==> config.mk <==
export PLATFORM = sky130hd
export DESIGN_NAME = conv_frame_sequencer_flat
export DESIGN_NICKNAME = d
export VERILOG_FILES = /design/src/rtl/conv_frame_sequencer_if.sv /design/src/rtl/conv_frame_sequencer.sv /design/src/flat_wrapper.sv
export SDC_FILE = /design/constraint.sdc
export NUM_CORES = 1
export LEC_CHECK = 0
export BUFFER_PORTS_ARGS = -buffer_cell sky130_fd_sc_hd__buf_4
export CAP_MARGIN = 20
export CORE_ASPECT_RATIO = 0.5
export CORE_MARGIN = 3
export CORE_UTILIZATION = 38
export CTS_CLUSTER_SIZE = 25
export DETAILED_ROUTE_END_ITERATION = 8
export SLEW_MARGIN = 20
export SYNTH_ARGS = -nofsm -noshare
export SYNTH_HDL_FRONTEND = slang
export SYNTH_SLANG_ARGS = --single-unit
export TNS_END_PERCENT = 5
==> constraint.sdc <==
create_clock -name clk -period 2.1 [get_ports clk]
set_input_delay 0 -clock clk [delete_from_list [all_inputs] [get_ports clk]]
set_output_delay 0 -clock clk [all_outputs]
set_load 0.02 [all_outputs]
==> src/rtl/conv_frame_sequencer_if.sv <==
// Bundle between the frame sequencer, the 3x3 conv/maxpool datapath and the frame buffer.
interface conv_frame_sequencer_if #(
    parameter int ADDR_W = 16
);
    logic              rd_en;
    logic [ADDR_W-1:0] rd_addr;
    logic [7:0]        rd_data;
    logic              conv_rst_n;
    logic [7:0]        pixel_in;
    logic [7:0]        w1, w2, w3, w4, w5, w6, w7, w8, w9;
    logic [1:0]        operation;
    logic              paddingl;
    logic              paddingr;
    logic              stall;
    logic [19:0]       pixel_out;
    logic              out_valid;
    logic [19:0]       out_data;

    modport master (
        output rd_en, rd_addr, conv_rst_n, pixel_in,
        output w1, w2, w3, w4, w5, w6, w7, w8, w9,
        output operation, paddingl, paddingr, out_valid, out_data,
        input  rd_data, stall, pixel_out
    );

    modport slave (
        input  rd_en, rd_addr, conv_rst_n, pixel_in,
        input  w1, w2, w3, w4, w5, w6, w7, w8, w9,
        input  operation, paddingl, paddingr, out_valid, out_data,
        output rd_data, stall, pixel_out
    );
endinterface

==> src/rtl/conv_frame_sequencer.sv <==
// Frame controller: weight bank, pixel streaming from the frame buffer, padding/op control
// and registered result stream for the 3x3 conv / 2x2 maxpool datapath.
module conv_frame_sequencer #(
    parameter int IMAGE_WIDTH  = 256,
    parameter int IMAGE_HEIGHT = 256,
    parameter int ADDR_W       = 16
) (
    input  logic       clk,
    input  logic       rst,
    input  logic       start,
    input  logic [1:0] op_sel,
    input  logic       w_wr_en,
    input  logic [3:0] w_wr_idx,
    input  logic [7:0] w_wr_data,
    output logic       busy,
    output logic       done,
    output logic       err,
    conv_frame_sequencer_if.master bus
);
    localparam int NPIX  = IMAGE_WIDTH * IMAGE_HEIGHT;
    localparam int CNT_W = $clog2(NPIX) + 1;
    localparam int COL_W = (IMAGE_WIDTH > 1) ? $clog2(IMAGE_WIDTH) : 1;
    localparam int ROW_W = (IMAGE_HEIGHT > 1) ? $clog2(IMAGE_HEIGHT) : 1;

    localparam logic [2:0] IDLE  = 3'd0;
    localparam logic [2:0] FILL  = 3'd1;
    localparam logic [2:0] RUN   = 3'd2;
    localparam logic [2:0] DRAIN = 3'd3;
    localparam logic [2:0] FIN   = 3'd4;

    logic [2:0]        state_q;
    logic [1:0]        op_q;
    logic              err_q;
    logic [ADDR_W-1:0] rd_addr_q;
    logic              rd_vld_q;
    logic [7:0]        pix_q;
    logic              primed_q;
    logic [CNT_W-1:0]  pos_q;
    logic [ROW_W-1:0]  orow_q;
    logic [COL_W-1:0]  ocol_q;
    logic              out_vld_q;
    logic [19:0]       out_data_q;
    logic [7:0]        w_q [9];

    logic active, consume, emit, last_pos, col_last;

    always_comb begin
        active   = (state_q == RUN) || (state_q == DRAIN);
        // Positions only advance once pixel 0 is in front of the datapath.
        consume  = active && primed_q && !bus.stall;
        emit     = consume && ((op_q == 2'd0) || (orow_q[0] && ocol_q[0]));
        last_pos = (pos_q == CNT_W'(NPIX - 1));
        col_last = (ocol_q == COL_W'(IMAGE_WIDTH - 1));
    end

    always_ff @(posedge clk) begin
        if (rst) begin
            state_q    <= IDLE;
            op_q       <= '0;
            err_q      <= 1'b0;
            rd_addr_q  <= '0;
            rd_vld_q   <= 1'b0;
            pix_q      <= '0;
            primed_q   <= 1'b0;
            pos_q      <= '0;
            orow_q     <= '0;
            ocol_q     <= '0;
            out_vld_q  <= 1'b0;
            out_data_q <= '0;
            for (int i = 0; i < 9; i++) w_q[i] <= '0;
        end else begin
            rd_vld_q  <= bus.rd_en;
            pix_q     <= rd_vld_q ? bus.rd_data : 8'd0;
            out_vld_q <= emit;
            if (emit) out_data_q <= bus.pixel_out;

            if (state_q == IDLE) primed_q <= 1'b0;
            else if (rd_vld_q)   primed_q <= 1'b1;

            if (consume) begin
                pos_q <= pos_q + 1'b1;
                if (col_last) begin
                    ocol_q <= '0;
                    orow_q <= orow_q + 1'b1;
                end else begin
                    ocol_q <= ocol_q + 1'b1;
                end
            end

            case (state_q)
                IDLE: begin
                    rd_addr_q <= '0;
                    pos_q     <= '0;
                    orow_q    <= '0;
                    ocol_q    <= '0;
                    if (w_wr_en && w_wr_idx >= 4'd1 && w_wr_idx <= 4'd9) begin
                        w_q[w_wr_idx - 4'd1] <= w_wr_data;
                    end
                    if (start) begin
                        op_q <= op_sel;
                        if (op_sel[1]) begin
                            err_q   <= 1'b1;
                            state_q <= FIN;
                        end else begin
                            state_q <= FILL;
                        end
                    end
                end
                FILL: begin
                    rd_addr_q <= rd_addr_q + 1'b1;
                    state_q   <= RUN;
                end
                RUN: begin
                    if (consume && last_pos) begin
                        state_q <= FIN;
                    end else if (rd_addr_q == ADDR_W'(NPIX - 1)) begin
                        state_q <= DRAIN;
                    end else begin
                        rd_addr_q <= rd_addr_q + 1'b1;
                    end
                end
                DRAIN: begin
                    if (consume && last_pos) state_q <= FIN;
                end
                FIN: begin
                    err_q   <= 1'b0;
                    state_q <= IDLE;
                end
                default: state_q <= IDLE;
            endcase
        end
    end

    always_comb begin
        busy = (state_q != IDLE);
        done = (state_q == FIN);
        err  = done && err_q;
    end

    assign bus.rd_en      = (state_q == FILL) || (state_q == RUN);
    assign bus.rd_addr    = rd_addr_q;
    assign bus.conv_rst_n = (state_q != IDLE);
    assign bus.pixel_in   = pix_q;
    assign bus.operation  = op_q;
    assign bus.paddingl   = active && (ocol_q == '0);
    assign bus.paddingr   = active && col_last;
    assign bus.out_valid  = out_vld_q;
    assign bus.out_data   = out_data_q;
    assign bus.w1 = w_q[0];
    assign bus.w2 = w_q[1];
    assign bus.w3 = w_q[2];
    assign bus.w4 = w_q[3];
    assign bus.w5 = w_q[4];
    assign bus.w6 = w_q[5];
    assign bus.w7 = w_q[6];
    assign bus.w8 = w_q[7];
    assign bus.w9 = w_q[8];
endmodule

==> src/flat_wrapper.sv <==
// flat-port wrapper written by rule: the top's interface ports become plain ports
module conv_frame_sequencer_flat 
#(
    parameter int IMAGE_WIDTH  = 256,
    parameter int IMAGE_HEIGHT = 256,
    parameter int ADDR_W       = 16
)
  (clk, rst, start, op_sel, w_wr_en, w_wr_idx, w_wr_data, busy, done, err, bus_rd_en, bus_rd_addr, bus_conv_rst_n, bus_pixel_in, bus_w1, bus_w2, bus_w3, bus_w4, bus_w5, bus_w6, bus_w7, bus_w8, bus_w9, bus_operation, bus_paddingl, bus_paddingr, bus_out_valid, bus_out_data, bus_rd_data, bus_stall, bus_pixel_out);
  conv_frame_sequencer_if #(.ADDR_W(ADDR_W)) bus_i ();
  input  logic clk;
  input  logic rst;
  input  logic start;
  input  logic [1:0] op_sel;
  input  logic w_wr_en;
  input  logic [3:0] w_wr_idx;
  input  logic [7:0] w_wr_data;
  output logic busy;
  output logic done;
  output logic err;
  output wire logic [$bits(bus_i.rd_en)-1:0] bus_rd_en;
  output wire logic [$bits(bus_i.rd_addr)-1:0] bus_rd_addr;
  output wire logic [$bits(bus_i.conv_rst_n)-1:0] bus_conv_rst_n;
  output wire logic [$bits(bus_i.pixel_in)-1:0] bus_pixel_in;
  output wire logic [$bits(bus_i.w1)-1:0] bus_w1;
  output wire logic [$bits(bus_i.w2)-1:0] bus_w2;
  output wire logic [$bits(bus_i.w3)-1:0] bus_w3;
  output wire logic [$bits(bus_i.w4)-1:0] bus_w4;
  output wire logic [$bits(bus_i.w5)-1:0] bus_w5;
  output wire logic [$bits(bus_i.w6)-1:0] bus_w6;
  output wire logic [$bits(bus_i.w7)-1:0] bus_w7;
  output wire logic [$bits(bus_i.w8)-1:0] bus_w8;
  output wire logic [$bits(bus_i.w9)-1:0] bus_w9;
  output wire logic [$bits(bus_i.operation)-1:0] bus_operation;
  output wire logic [$bits(bus_i.paddingl)-1:0] bus_paddingl;
  output wire logic [$bits(bus_i.paddingr)-1:0] bus_paddingr;
  output wire logic [$bits(bus_i.out_valid)-1:0] bus_out_valid;
  output wire logic [$bits(bus_i.out_data)-1:0] bus_out_data;
  input wire logic [$bits(bus_i.rd_data)-1:0] bus_rd_data;
  input wire logic [$bits(bus_i.stall)-1:0] bus_stall;
  input wire logic [$bits(bus_i.pixel_out)-1:0] bus_pixel_out;
  assign bus_rd_en = bus_i.rd_en;
  assign bus_rd_addr = bus_i.rd_addr;
  assign bus_conv_rst_n = bus_i.conv_rst_n;
  assign bus_pixel_in = bus_i.pixel_in;
  assign bus_w1 = bus_i.w1;
  assign bus_w2 = bus_i.w2;
  assign bus_w3 = bus_i.w3;
  assign bus_w4 = bus_i.w4;
  assign bus_w5 = bus_i.w5;
  assign bus_w6 = bus_i.w6;
  assign bus_w7 = bus_i.w7;
  assign bus_w8 = bus_i.w8;
  assign bus_w9 = bus_i.w9;
  assign bus_operation = bus_i.operation;
  assign bus_paddingl = bus_i.paddingl;
  assign bus_paddingr = bus_i.paddingr;
  assign bus_out_valid = bus_i.out_valid;
  assign bus_out_data = bus_i.out_data;
  assign bus_i.rd_data = bus_rd_data;
  assign bus_i.stall = bus_stall;
  assign bus_i.pixel_out = bus_pixel_out;
  conv_frame_sequencer #(.IMAGE_WIDTH(IMAGE_WIDTH), .IMAGE_HEIGHT(IMAGE_HEIGHT), .ADDR_W(ADDR_W)) u_core (.clk(clk), .rst(rst), .start(start), .op_sel(op_sel), .w_wr_en(w_wr_en), .w_wr_idx(w_wr_idx), .w_wr_data(w_wr_data), .busy(busy), .done(done), .err(err), .bus(bus_i));
endmodule
==> metrics.txt <==
status finished clean; CTS Buffer Depth 2; # clock sinks 151; n_diodes 0; Final period util 0.9776; Post-synth EDFFs 72; NumNets Final 887; area leader, netlist edfxtp_1; die width 186.7 um; commonest non-fill, non-tap cell in the layout buf_4; vias in the first global route 4958; Initial Util 0.3954; Leak 3.722 nW; clk_skew 11.54 ps; I/O Buffers 172; Hold Crit Class in2reg; Area growth, synth to finish 47.14%; first-pass GRT wire length 25900 um; yosys warns 0; post-route setup slack 46.99 ps; total number of vias 5136; CP Max Fanout 6; register area share after synthesis 0.6032; worst slew margin relative to its limit 0.6303; min Tclk post-route 2053 ps; Finish-stage setup viols 0; I/O pins 173; Design Area, Final 9131 um2; via/cell ratio 4.804; placed instance count 994; worst-path cell chain and4_1, nand4_1, nor3_2, ha_2, nand3b_1, o21ai_1, a31o_2, or4_1, a21oi_1; largest net degree at the start of global routing 49; Final Max Tran Viols 0; Crit Reg-Reg Startpoint u_core.pos_q[8]; GR Overflow Total 0; Fin. Hold Viols 0; post-synthesis sequential element count 151; RSZ-0062 raised after global routing yes; ys async rst share 0; CTS root buffer clkbuf_16; startpoint class of the critical path register; layout cells sized above 1 0.3325; CTS Buf Count 17; cell area after synthesis 6206 um2; drt initial violations 313; Worst path slowest cell or4_1; DIE AREA 17990 um2; Cell variety after synth 57; CP startpoint u_core.pos_q[8]; Synth top area share 0.3484; hold_sp w_wr_idx[0]; Worst EP arrival 2390 ps; DR pass1 iterations 4; actual slew at the worst max-slew pin 554.6 ps; most frequent cells in the layout 221 x buf_4, 82 x and2_1, 75 x dfxtp_1; Worst-path clk slew 60 ps; Total GRT Usage 0.1834; MaxCap Viol Count 0; predominant post-synthesis flop cell dfxtp_1; Final Non-Filler Cells 1069; Peak VDD IR 529.6 uV; Post-DRT Antenna Nets 0; Pwr Density 801.1 nW/um2; Remaining DRCs 0; critical path capture point type register; slowest stage delay, CP 470 ps; pre-CTS WS -170.6 ps; FMAX 487.1 MHz; Mapped Cells 575; Site Rows 32; Die Ht 96.37 um; Min Hold Slack 146.4 ps; Syn Nets 627; Placed Area 8050 um2; Crit path required time 2440 ps; top post-synthesis cells by area edfxtp_1 35%, dfxtp_1 25%, and2_1 8.3%, nand2_1 4.2%, nor2_1 3.0%; CTS tree built; routed len/inst 15.46 um; H-Tree Depth 4; DP HPWL 11160 um; core area 15700 um2; worst skew pair latency 420 ps; average cell area after synthesis 10.79 um2; drt total wl 16530 um; initial antenna violation count 0; RD Place Congestion 0.7994; crit path kind reg2reg
-- state kept, by name (all words and copies together) (netlist names), 2 cells and up --
| signal | cells |
|---|---|
| u_core.bus.operation | 2 |
| u_core.bus.out_data | 20 |
| u_core.bus.pixel_in | 8 |
| u_core.bus.rd_addr | 16 |
| u_core.ocol_q | 8 |
| u_core.pos_q | 17 |
| u_core.state_q | 3 |
| u_core.w_q | 72 |
-- kinds of logic after synthesis --
logic type,Yosys count,synth area share
buffers and inverters,34,0.02480
xor gates and xnor gates,22,0.03105
and+or+nand+nor,284,0.2454
muxes,4,0.006452
DFF,151,0.6032
AOI/OAI and AO/OA,75,0.07903
adders and majority gates,5,0.01008
-- layout make-up --
cell class	instances	area [um2]
Inverter	12	48.80
Clock inverter	10	143.9
Timing Repair Buffer	263	2090
Sequential cell	151	3749
Multi-Input combinational cell	390	2359
Tap cell	221	276.5
Fill cell	1389	6564
Clock buffer	22	465.4
-- through the flow --
stage / utilization / setup TNS, ps / power, mW
floorplan: - / -15.03 / 3.751
global placement: 0.5125 / -3464 / 4.125
detailed placement: 0.5129 / -378.8 / 4.133
CTS: 0.5792 / 0 / 7.371
global route: 0.5818 / -291.1 / 7.578
finish: 0.5818 / 0 / 7.315
-- Yosys cell counts (3+ instances only) --
master	number
buf_2	6
and2_1	82
dfxtp_1	79
edfxtp_1	72
or2_2	7
xor2_1	10
o21ai_0	12
nand3_1	14
a21oi_1	31
and3_1	5
a31oi_1	6
and4_1	3
nand2_1	70
nor2_1	49
mux2i_1	4
clkbuf_1	12
nor3_1	17
inv_1	11
or3_1	7
xnor2_1	12
ha_1	5
nand4_1	9
nor4_1	3
buf_4	3
a311oi_1	5
-- layer usage --
layer	track usage	share of wire	wire (um)	vias up
met5	0	0	0	-
met4	0.03960	0.0075	124	0
met3	0.04765	0.045	751	13
met2	0.3233	0.49	8032	129
met1	0.2315	0.46	7623	2451
li1	-	-	-	2543
-- critical path: cells and delay by family, from the launching register on --
kind                       cells  cell delay (ps)
DFF                            1              310
AOI/OAI and AO/OA              3              560
adders and majority gates      1              170
and+or+nand+nor                5              940
-- what timing repair did --
item,4_1_cts,5_1_grt
hold buffers,41,0
resized for setup,4,9
endpoints found under the hold margin,104,0
buffers inserted,0,2
setup endpoints to repair,11,28
cloned,0,0
pin swaps,1,1
-- power breakdown --
group / internal [mW] / switching, mW / total, mW / leakage, nW
sequential: 3.17 / 0.0538 / 3.22 / 1.38
clock: 1.95 / 1.21 / 3.16 / 0.294
combinational: 0.396 / 0.532 / 0.928 / 2.04
total: 5.52 / 1.80 / 7.32 / 3.72
-- path summary, 6_finish.rpt --
path	cells past startpoint	slack, ps	to
hold reg to reg	2	450	u_core.primed_q
hold / removal	3	150	u_core.w_q[7][0]
setup / recovery	9	50	u_core.bus.rd_addr[15]
setup reg to reg	9	50	u_core.bus.rd_addr[15]
Power figures use the tool's default switching activity.
